[src/rtl/bcd_seg_scan.sv]
// 3-digit multiplexed common-anode 7-seg driver for a 12-bit BCD value.
// Values are double-buffered and committed only at scan-frame boundaries.
//
// Ports:
//   clk         rising-edge clock
//   rst_n       async active-low reset
//   bcd_in      {hundreds, tens, ones} BCD nibbles
//   load        one-cycle strobe, captures bcd_in
//   blank_lz    1 = blank leading zeros
//   an          digit enables, active-low (an[0] = ones)
//   seg         {g,f,e,d,c,b,a}, active-low
//   upd_pending captured value waiting for the next frame boundary
//   digit_err   displayed value holds a nibble > 9
module bcd_seg_scan #(
  parameter int CLK_DIV = 50000,
  parameter int DIV_W   = 16
) (
  input  logic        clk,
  input  logic        rst_n,
  input  logic [11:0] bcd_in,
  input  logic        load,
  input  logic        blank_lz,
  output logic [2:0]  an,
  output logic [6:0]  seg,
  output logic        upd_pending,
  output logic        digit_err
);

  typedef enum logic [1:0] {
    D_ONES = 2'd0,
    D_TENS = 2'd1,
    D_HUND = 2'd2
  } idx_e;

  localparam logic [DIV_W-1:0] DIV_MAX =
    DIV_W'(CLK_DIV - 1);

  localparam logic [6:0] SEG_OFF  = 7'h7F;
  localparam logic [6:0] SEG_DASH = 7'h3F;

  logic [DIV_W-1:0] div_q, div_d;
  idx_e             idx_q, idx_d;
  logic [11:0]      disp_q, disp_d;
  logic [11:0]      pend_q, pend_d;
  logic             pv_q, pv_d;
  logic [2:0]       an_q, an_d;
  logic [6:0]       seg_q, seg_d;
  logic             err_q, err_d;

  logic             tick;
  logic             frame;

  logic [3:0]       hun, ten, one;
  logic [3:0]       nib;
  logic             h_zero, t_zero;
  logic             blank;

  // Prescaler: one tick per digit slot.
  assign tick = (div_q == DIV_MAX);

  always_comb begin
    div_d = div_q + 1'b1;
    if (tick) begin
      div_d = '0;
    end
  end

  // Scan index state machine.
  assign frame = tick && (idx_q == D_HUND);

  always_comb begin
    idx_d = idx_q;
    if (tick) begin
      unique case (idx_q)
        D_ONES:  idx_d = D_TENS;
        D_TENS:  idx_d = D_HUND;
        D_HUND:  idx_d = D_ONES;
        default: idx_d = D_ONES;
      endcase
    end
  end

  // Double buffer. A load landing exactly on the
  // boundary goes straight to the display and
  // supersedes anything still pending.
  always_comb begin
    disp_d = disp_q;
    pend_d = pend_q;
    pv_d   = pv_q;
    if (load && frame) begin
      disp_d = bcd_in;
      pv_d   = 1'b0;
    end else if (load) begin
      pend_d = bcd_in;
      pv_d   = 1'b1;
    end else if (frame && pv_q) begin
      disp_d = pend_q;
      pv_d   = 1'b0;
    end
  end

  // Output stage: decode the current slot.
  assign hun = disp_q[11:8];
  assign ten = disp_q[7:4];
  assign one = disp_q[3:0];

  assign h_zero = (hun == 4'd0);
  assign t_zero = (ten == 4'd0);

  always_comb begin
    nib   = one;
    an_d  = 3'b110;
    blank = 1'b0;
    unique case (1'b1)
      (idx_q == D_TENS): begin
        nib   = ten;
        an_d  = 3'b101;
        blank = blank_lz && t_zero && h_zero;
      end
      (idx_q == D_HUND): begin
        nib   = hun;
        an_d  = 3'b011;
        blank = blank_lz && h_zero;
      end
      default: begin
        nib   = one;
        an_d  = 3'b110;
        blank = 1'b0;
      end
    endcase
  end

  always_comb begin
    seg_d = SEG_DASH;
    if (blank) begin
      seg_d = SEG_OFF;
    end else begin
      unique case (nib)
        4'd0:    seg_d = 7'h40;
        4'd1:    seg_d = 7'h79;
        4'd2:    seg_d = 7'h24;
        4'd3:    seg_d = 7'h30;
        4'd4:    seg_d = 7'h19;
        4'd5:    seg_d = 7'h12;
        4'd6:    seg_d = 7'h02;
        4'd7:    seg_d = 7'h78;
        4'd8:    seg_d = 7'h00;
        4'd9:    seg_d = 7'h10;
        default: seg_d = SEG_DASH;
      endcase
    end
  end

  assign err_d = (hun > 4'd9) ||
                 (ten > 4'd9) ||
                 (one > 4'd9);

  always_ff @(posedge clk or negedge rst_n) begin
    if (!rst_n) begin
      div_q  <= '0;
      idx_q  <= D_ONES;
      disp_q <= '0;
      pend_q <= '0;
      pv_q   <= 1'b0;
      an_q   <= 3'b111;
      seg_q  <= SEG_OFF;
      err_q  <= 1'b0;
    end else begin
      div_q  <= div_d;
      idx_q  <= idx_d;
      disp_q <= disp_d;
      pend_q <= pend_d;
      pv_q   <= pv_d;
      an_q   <= an_d;
      seg_q  <= seg_d;
      err_q  <= err_d;
    end
  end

  assign an          = an_q;
  assign seg         = seg_q;
  assign upd_pending = pv_q;
  assign digit_err   = err_q;

endmodule

[config.mk]
export PLATFORM = sky130hd
export DESIGN_NAME = bcd_seg_scan
export DESIGN_NICKNAME = d
export VERILOG_FILES = /design/src/rtl/bcd_seg_scan.sv
export SDC_FILE = /design/constraint.sdc
export NUM_CORES = 1
export LEC_CHECK = 0
export CAP_MARGIN = 25
export CORE_ASPECT_RATIO = 0.8
export CORE_MARGIN = 4
export CORE_UTILIZATION = 45
export DETAILED_ROUTE_END_ITERATION = 10
export PLACE_DENSITY = 0.69
export SLEW_MARGIN = 20
export SYNTH_ARGS = -nofsm -noshare
export SYNTH_HDL_FRONTEND = slang
export SYNTH_SLANG_ARGS = --single-unit
[constraint.sdc]
create_clock -name clk -period 2.92 [get_ports clk]
set_input_delay 0.292 -clock clk [delete_from_list [all_inputs] [get_ports clk]]
set_output_delay 0.292 -clock clk [all_outputs]
set_load 0.02 [all_outputs]
==> results by group, run 1 <==
Floorplan
  – Standard-cell rows: 24
  – Horiz. Die Dim: 94.75 um
  – Initial core utilization: 0.4798
  – Number of top-level design ports: 28
  – Die outline area: 7333 um^2
  – Core area: 5645 um^2
  – Die height: 77.40 um

Power
  – Static leakage: 1.298 nW
  – Power Internal: 1.128 mW
  – PD cells: 467.3 nW/um^2
  – Switching power: 337.3 uW
  – Switching share of total power: 0.2302
  – Maximum resistive drop on vdd: 0.2662 mV
  – Combinational share of power: 0.110
  – Sequential share of power: 0.551
  – Portion of total power attributed to the clock network: 0.340

Place
  – Number of placed instances, taps included: 340
  – Final estimated routing congestion in global placement: 0.7667
  – Count of buffers from port buffering: 27
  – Area of placed instances: 3015 um^2
  – Total half-perimeter wirelength after legalization and detailed placement: 3712 um

Job
  – Max-cap violations: 0

Setup path
  – Critical path start-end classification: reg2reg
  – Required time reported for the critical path endpoint: 3.10 ns
  – Worst path arrival time: 2.51 ns
  – Slowest stage cell on the critical path: sky130_fd_sc_hd__or4_1
  – Worst-path maximum fanout: 12
  – Cell-by-cell trace of the critical path: or4b_4 -> or4_1 -> nand2_4 -> mux2_2
  – Startpoint type of the worst setup path: flip-flop
  – Sort of element at the end of the critical path: flip-flop
  – Max stage delay on crit path: 0.65 ns

Timing
  – Setup repair after global routing missed its margin: no
  – Min Clock Period, post-route: 2.333 ns
  – Number of failing setup endpoints in the final timing report: 0
  – Maximum operating frequency: 428.7 MHz
  – Relative slew slack: 0.6466
  – Pins Over Slew Limit: 0
  – Post-route setup TNS: 0 ns
  – Total count of hold-check failures in the final report: 0
  – Fin Clk Skew: 0.01501 ns
  – Slew at the pin closest to its max-slew limit: 0.5301 ns
  – Final worst path period share: 0.7989

Synth
  – Post-synth EDFFs: 0
  – Top post-synthesis cells by area: sky130_fd_sc_hd__dfrtp_1 41%, sky130_fd_sc_hd__dfstp_2 9.7%, sky130_fd_sc_hd__mux2_2 5.0%
  – Count of unique library cells instantiated by Yosys: 45
  – Synthesized area per cell: 11.29 um^2
  – Most numerous cell in the Yosys netlist: sky130_fd_sc_hd__dfrtp_1
  – Top_reg_cell synth: sky130_fd_sc_hd__dfrtp_1
  – Portion of the post-synthesis area used by sequential elements: 0.5035
  – Synth top cells by count: 44 x sky130_fd_sc_hd__dfrtp_1, 18 x sky130_fd_sc_hd__a21oi_1, 17 x sky130_fd_sc_hd__nor2_1, 12 x sky130_fd_sc_hd__mux2_2, 12 x sky130_fd_sc_hd__o2bb2ai_1
  – Synthesis Warnings: 0
  – Async SR Flop Fraction: 1.000
  – Count of state elements after synthesis: 54
  – Synthesized netlist cell count: 240
  – Nets in the synthesized netlist: 265
  – Post-Synthesis Cell Area: 2709 um^2
  – Biggest area consumer among synthesized cells: sky130_fd_sc_hd__dfrtp_1
  – Area fraction of the dominant cell type after synthesis: 0.4065

Clocking
  – Number of buffers created by CTS: 5
  – Clock sink count: 54
  – Postcts setup bufs: 0
  – Insertion delay of the later-clocked pin in the worst-skew pair: 0.31 ns
  – Count of H-tree levels built during CTS: 2
  – Clock transition at the register clock pins on the worst setup and hold paths after CTS: 0.10 ns
  – Buffer type at the clock tree root: sky130_fd_sc_hd__clkbuf_8
  – Number of buffers on the longest clock path: 2
  – Post-cts sizing count: 0
  – TritonCTS clock tree: yes

Detailed routing
  – Uppermost routed layer: met4
  – DR iter-0 viols: 51
  – First-pass detailed-route iteration total: 4
  – DRC: 0
  – Detailed-routed wire length on met3: 242 um
  – Total via count after detailed routing: 1,908
  – Detailed-route wire length: 5199 um
  – Met1 wire length: 2516 um
  – Detail Route met2 WL: 2381 um
  – Mean number of vias per cell: 5.467
  – Antenna viol nets, final: 0
  – Mean routed wirelength per cell: 14.90 um

Final layout
  – Number of cells in the finished layout apart from fillers: 349
  – Fill cell instance count of the final layout: 530
  – Net count of the finished layout: 295
  – Antenna Cells: 0
  – Non-Filler Cell Area, Final: 3136 um^2
  – Fraction of final layout cells sized beyond drive strength 1: 0.1771
  – Layout area overhead: 15.75%

GRT
  – First-pass GRT wire length: 8825 um
  – Vias in the first global route: 1,916
  – Pin count of the biggest net entering global routing: 38
  – Overall routing resource usage: 0.1493
  – Initial antenna violation count: 0
  – Overall overflow remaining after global route: 0

Run status
  – Outcome: complete, no violations

Hold path
  – Hold/Removal Path Class: in2async
cell usage in the layout (no fill, tap or decap), types with 3 or more instances in the layout:
cell type                         netlist  final
sky130_fd_sc_hd__inv_1                  8      8
sky130_fd_sc_hd__mux2_2                12     12
sky130_fd_sc_hd__dfrtp_1               44     44
sky130_fd_sc_hd__nor2_1                17     17
sky130_fd_sc_hd__clkdlybuf4s50_1        0     26
sky130_fd_sc_hd__nand4_1                6      6
sky130_fd_sc_hd__dfstp_2               10     10
sky130_fd_sc_hd__xnor2_1                4      4
sky130_fd_sc_hd__a22oi_1                4      4
sky130_fd_sc_hd__clkbuf_8               1      5
sky130_fd_sc_hd__a21o_1                 5      5
sky130_fd_sc_hd__o21ai_0                9      9
sky130_fd_sc_hd__o2bb2ai_1             12     12
sky130_fd_sc_hd__buf_4                  2      5
sky130_fd_sc_hd__nor2b_1                3      3
sky130_fd_sc_hd__a21oi_1               18     18
sky130_fd_sc_hd__nor3_1                 4      4
sky130_fd_sc_hd__and3b_1                3      3
sky130_fd_sc_hd__xor2_1                 7      7
sky130_fd_sc_hd__nand2_1               10     10
sky130_fd_sc_hd__nand3_1                9      9
sky130_fd_sc_hd__nor4_1                 3      3
sky130_fd_sc_hd__and3b_2                9      9
sky130_fd_sc_hd__ha_1                   9      9
sequential cells by signal, indices dropped and copies added (netlist names):
signal / cells
upd_pending: 1
an: 3
disp_q: 12
idx_q: 2
pend_q: 12
seg: 7
div_q: 16
digit_err: 1
final timing paths:
check                                         start                     end  slack (ns)  cells past startpoint
worst min register to register   div_q[0]$_DFF_PN0_      div_q[0]$_DFF_PN0_        0.47                      1
worst min-delay path                          rst_n  disp_q[11]$_DFFE_PN0P_        0.42                      2
worst max-delay path            div_q[10]$_DFF_PN0_   pend_q[0]$_DFFE_PN0P_        0.59                      4
max in group asynchronous                     rst_n      div_q[5]$_DFF_PN0_        1.68                      3
worst max register to register  div_q[10]$_DFF_PN0_   pend_q[0]$_DFFE_PN0P_        0.59                      4
min in group clk                 div_q[0]$_DFF_PN0_      div_q[0]$_DFF_PN0_        0.47                      1
through the flow:
stage	total power, mW	worst slack, ns	util	hold slack (ns)
floorplan	0.9095	0.6549	-	-0.003591
global placement	0.9787	0.6326	0.5341	0.2366
detailed placement	0.9835	0.5902	0.5341	0.2331
CTS	1.478	0.5713	0.5554	0.4338
global route	1.527	0.4895	0.5554	0.4629
finish	1.465	0.5872	0.5554	0.4238
kinds of logic (layout without fill, tap and decap cells):
group / count (synthesis) / after routing / synth area share
AOI/OAI and AO/OA: 59 / 59 / 0.1506
xor gates and xnor gates: 11 / 11 / 0.03556
adders and majority gates: 9 / 9 / 0.04157
buffers and inverters: 18 / 49 / 0.04572
DFF: 54 / 54 / 0.5035
muxes: 12 / 12 / 0.04988
and+or+nand+nor: 77 / 77 / 0.1732
critical path, delay by kind of cell, from the launching register on:
| kind | cells | cell delay (ns) |
|---|---|---|
| flops | 1 | 0.43 |
| mux | 1 | 0.36 |
| simple gates | 3 | 1.43 |
final cells by class:
type | instances | area, um^2 | area share
inverter | 8 | 30.03 | 0.009577
clock inverter | 2 | 37.54 | 0.01197
sequential | 54 | 1364 | 0.4350
timing repair buffer | 33 | 312.8 | 0.09976
clock buffer | 6 | 72.57 | 0.02314
tap | 78 | 97.59 | 0.03113
multi-input combinational | 168 | 1221 | 0.3895
timing repair:
| item | 4_1_cts | 5_1_grt |
|---|---|---|
| hold endpoints to repair | 7 | 0 |
| setup endpoints to repair | 0 | 0 |
| hold buffers | 1 | 0 |
layer usage:
layer  GRT usage  vias to the layer above
met5           0                        -
met4     0.04323                        0
met3     0.03385                        6
met2      0.2372                       40
met1      0.2054                      928
li1            -                      934
power groups by stage:
stage / Clock [mW] / Sequential, mW / Combinational, mW
final: 0.497 / 0.807 / 0.161
after floorplan: 0 / 0.830 / 0.0796
after detailed placement: 0 / 0.821 / 0.162
after global placement: 0 / 0.820 / 0.159
after global routing: 0.537 / 0.811 / 0.179
after CTS: 0.508 / 0.807 / 0.164
Note: power is estimated with default switching activity, not from simulation.
==> run 2, diff against run 1 <==
Settings changed: PLACE_DENSITY 0.69 to 0.71.
Clock period 2.92 ns to 1.9 ns, I/O delays scaled along.
==> run 2 against run 1 <==
  * The run now ends with negative hold slack, negative setup slack left
  * Critical path depth stayed put
  * Combinational power rose by 91%
  * Register-to-register slack worse by 0.83 ns
  * Sequential share of layout area fell by 7.3 points
  * Core utilization grew 11 points
==> results by group, run 2 (synthesis gave the netlist of run 1 again) <==
Floorplan
  – Die outline area: 7333 um^2 (unchanged)
  – Horiz. Die Dim: 94.75 um (unchanged)
  – Die height: 77.40 um (unchanged)
  – Core area: 5645 um^2 (unchanged)
  – Initial core utilization: 0.4798 (unchanged)
  – Standard-cell rows: 24 (unchanged)
  – Number of top-level design ports: 28 (unchanged)

Place
  – Count of buffers from port buffering: 27 (unchanged)
  – Final estimated routing congestion in global placement: 0.8823 (+15%)
  – Total half-perimeter wirelength after legalization and detailed placement: 4027 um (+8.5%)

Detailed routing
  – Antenna viol nets, final: 0 (unchanged)
  – First-pass detailed-route iteration total: 4 (unchanged)
  – Total via count after detailed routing: 2,126 (+11%)
  – DRC: 0 (unchanged)
  – Detailed-route wire length: 6211 um (+19%)
  – Mean number of vias per cell: 5.508 (+0.74%)
  – Mean routed wirelength per cell: 16.09 um (+8.0%)
  – DR iter-0 viols: 142 (+180%)

Setup path
  – Slowest stage cell on the critical path: sky130_fd_sc_hd__or4_4
  – Cell-by-cell trace of the critical path: or4b_4 -> or4_4 -> nand2_8 -> mux2_4
  – Buffering stage count on the worst path with inverters included: 0 (unchanged)
  – Worst path arrival time: 2.34 ns (-0.17 ns)
  – Required time reported for the critical path endpoint: 2.10 ns (-1.00 ns)
  – Worst-path maximum fanout: 6 (-6)
  – Critical path start-end classification: reg2reg
  – Startpoint type of the worst setup path: flip-flop
  – Cell family with most CP delay: simple AND/OR/NAND/NOR gates
  – Sort of element at the end of the critical path: flip-flop
  – Max stage delay on crit path: 0.65 ns (about the same)

Hold path
  – Hold/Removal Path Class: in2async

Clocking
  – Number of buffers created by CTS: 5 (unchanged)
  – Count of H-tree levels built during CTS: 2 (unchanged)
  – Clock transition at the register clock pins on the worst setup and hold paths after CTS: 0.09 ns (about the same)
  – Buffer type at the clock tree root: sky130_fd_sc_hd__clkbuf_8
  – TritonCTS clock tree: yes
  – Number of buffers on the longest clock path: 2 (unchanged)
  – Clock sink count: 54 (unchanged)
  – Number of hold-repair buffers added at the cts stage: 0 (-1)
  – Insertion delay of the later-clocked pin in the worst-skew pair: 0.31 ns (about the same)

Final layout
  – Area taken by flip-flops and latches: 1364 um^2 (unchanged)
  – Reg with most FFs: div_q
  – Flip-flop count of the largest register, all copies and words added: 16 (unchanged)
  – Fill cell instance count of the final layout: 454 (-14%)
  – Area occupied by multi-input gates: 1509 um^2 (+24%)
  – Layout area overhead: 38.94%
  – Core Util, Final: 0.6667 (+0.1113)
  – Net count of the finished layout: 332 (+13%)
  – Most frequent standard cell in the layout excluding fill and tap cells: sky130_fd_sc_hd__dfrtp_1
  – Registers with the most flip-flops: div_q x16, disp_q x12, pend_q x12
  – Fraction of final layout cells sized beyond drive strength 1: 0.3831 (+0.2060)
  – Commonest cells after routing, fill and taps aside: 44 x sky130_fd_sc_hd__dfrtp_1, 33 x sky130_fd_sc_hd__buf_4, 26 x sky130_fd_sc_hd__clkdlybuf4s50_1
  – Antenna Cells: 0 (unchanged)

Timing
  – Slew at the pin closest to its max-slew limit: 0.6701 ns (+0.1400 ns)
  – Setup repair after global routing missed its margin: yes
  – Number of failing setup endpoints in the final timing report: 30 (+30)
  – Min Clock Period, post-route: 2.144 ns (-0.1889 ns)
  – Total count of hold-check failures in the final report: 16 (+16)
  – Least setup slack across all paths after layout: -0.2439 ns (-0.8311 ns)
  – Pins Over Slew Limit: 0 (unchanged)
  – Relative slew slack: 0.5533 (-0.09334)
  – Maximum operating frequency: 466.4 MHz (+8.8%)
  – Hold Worst Slack: -0.01433 ns (-0.4381 ns)
  – Final worst path period share: 1.128 (+0.3295)
  – Fin Clk Skew: 0.003999 ns (-0.01101 ns)

GRT
  – Overall routing resource usage: 0.1803 (+0.03096)
  – First-pass GRT wire length: 10,480 um (+19%)
  – Pin count of the biggest net entering global routing: 55 (+45%)
  – Overall overflow remaining after global route: 0 (unchanged)
  – Initial antenna violation count: 0 (unchanged)
  – Vias in the first global route: 2,155 (+12%)

Power
  – PD cells: 660.7 nW/um^2 (+41%)
  – Maximum resistive drop on vdd: 0.4933 mV (+85%)
  – Static leakage: 1.602 nW (+23%)
  – Total Power: 2.487 mW (+70%)

Run status
  – Violations in the final reports: negative hold slack, negative setup slack
  – Outcome: finished, violations left

Job
  – Max-cap violations: 0 (unchanged)
run 2: cell types whose count changed in the layout (fill, tap and decap cells not counted), moves of 5 or more:
cell,change
sky130_fd_sc_hd__mux2_4,+12
sky130_fd_sc_hd__o2bb2ai_2,+12
sky130_fd_sc_hd__o2bb2ai_1,-12
sky130_fd_sc_hd__mux2_2,-12
sky130_fd_sc_hd__buf_6,+6
sky130_fd_sc_hd__ha_1,-5
sky130_fd_sc_hd__buf_4,+28
run 2: path summary, 6_finish.rpt:
check                                       start                     end  slack [ns]  depth (start not counted)
min reg2reg                pend_q[10]$_DFFE_PN0P_  pend_q[10]$_DFFE_PN0P_        0.52                          1
max in group asynchronous                   rst_n     div_q[15]$_DFF_PN0_        1.46                          2
max reg2reg                   div_q[13]$_DFF_PN0_   pend_q[9]$_DFFE_PN0P_       -0.24                          4
max                           div_q[13]$_DFF_PN0_   pend_q[9]$_DFFE_PN0P_       -0.24                          4
min                                         rst_n  pend_q[11]$_DFFE_PN0P_       -0.01                          2
min in group clk           pend_q[10]$_DFFE_PN0P_  pend_q[10]$_DFFE_PN0P_        0.52                          1
run 2: power by group:
part           internal, mW  switching, mW
clock network         0.562          0.370
registers              1.21         0.0352
logic                 0.168          0.140
total                  1.94          0.545
run 2: layout make-up:
cell class              instances  area share
clock buffers                   6     0.02194
clock inverters                 2     0.01596
inverters                       8    0.007979
multi-input cells             170      0.4009
flip-flops and latches         54      0.3624
well taps                      78     0.02593
repair buffers                 68      0.1649
run 2: metal layers:
metal / GRT usage / vias up / share of wire
li1: - / 1014 / -
met1: 0.2470 / 1058 / 0.45
met2: 0.2850 / 41 / 0.49
met3: 0.04062 / 13 / 0.037
met4: 0.05764 / 0 / 0.020
met5: 0 / - / 0
run 2: through the flow:
step	cells	setup TNS, ns	area, um^2	setup WS [ns]
global placement	370	-4.406	3361	-0.2549
global route	386	-7.488	3764	-0.2911
detailed placement	370	-4.939	3361	-0.2770
finish	386	-5.707	3764	-0.2439
floorplan	240	-5.981	2818	-0.3019
CTS	383	-4.455	3601	-0.2229
run 2: what timing repair did:
item / 4_1_cts / 5_1_grt
gates resized for setup: 9 / 30
gates cloned: 2 / 0
pin swaps: 9 / 5
setup endpoints to repair: 30 / 40
setup buffers: 3 / 4
run 2: worst reg2reg max path, cell delays in order, from the launching register on:
cell	delay [ns]
sky130_fd_sc_hd__dfrtp_1	0.39
sky130_fd_sc_hd__or4b_4	0.55
sky130_fd_sc_hd__or4_4	0.65
sky130_fd_sc_hd__nand2_8	0.15
sky130_fd_sc_hd__mux2_4	0.31
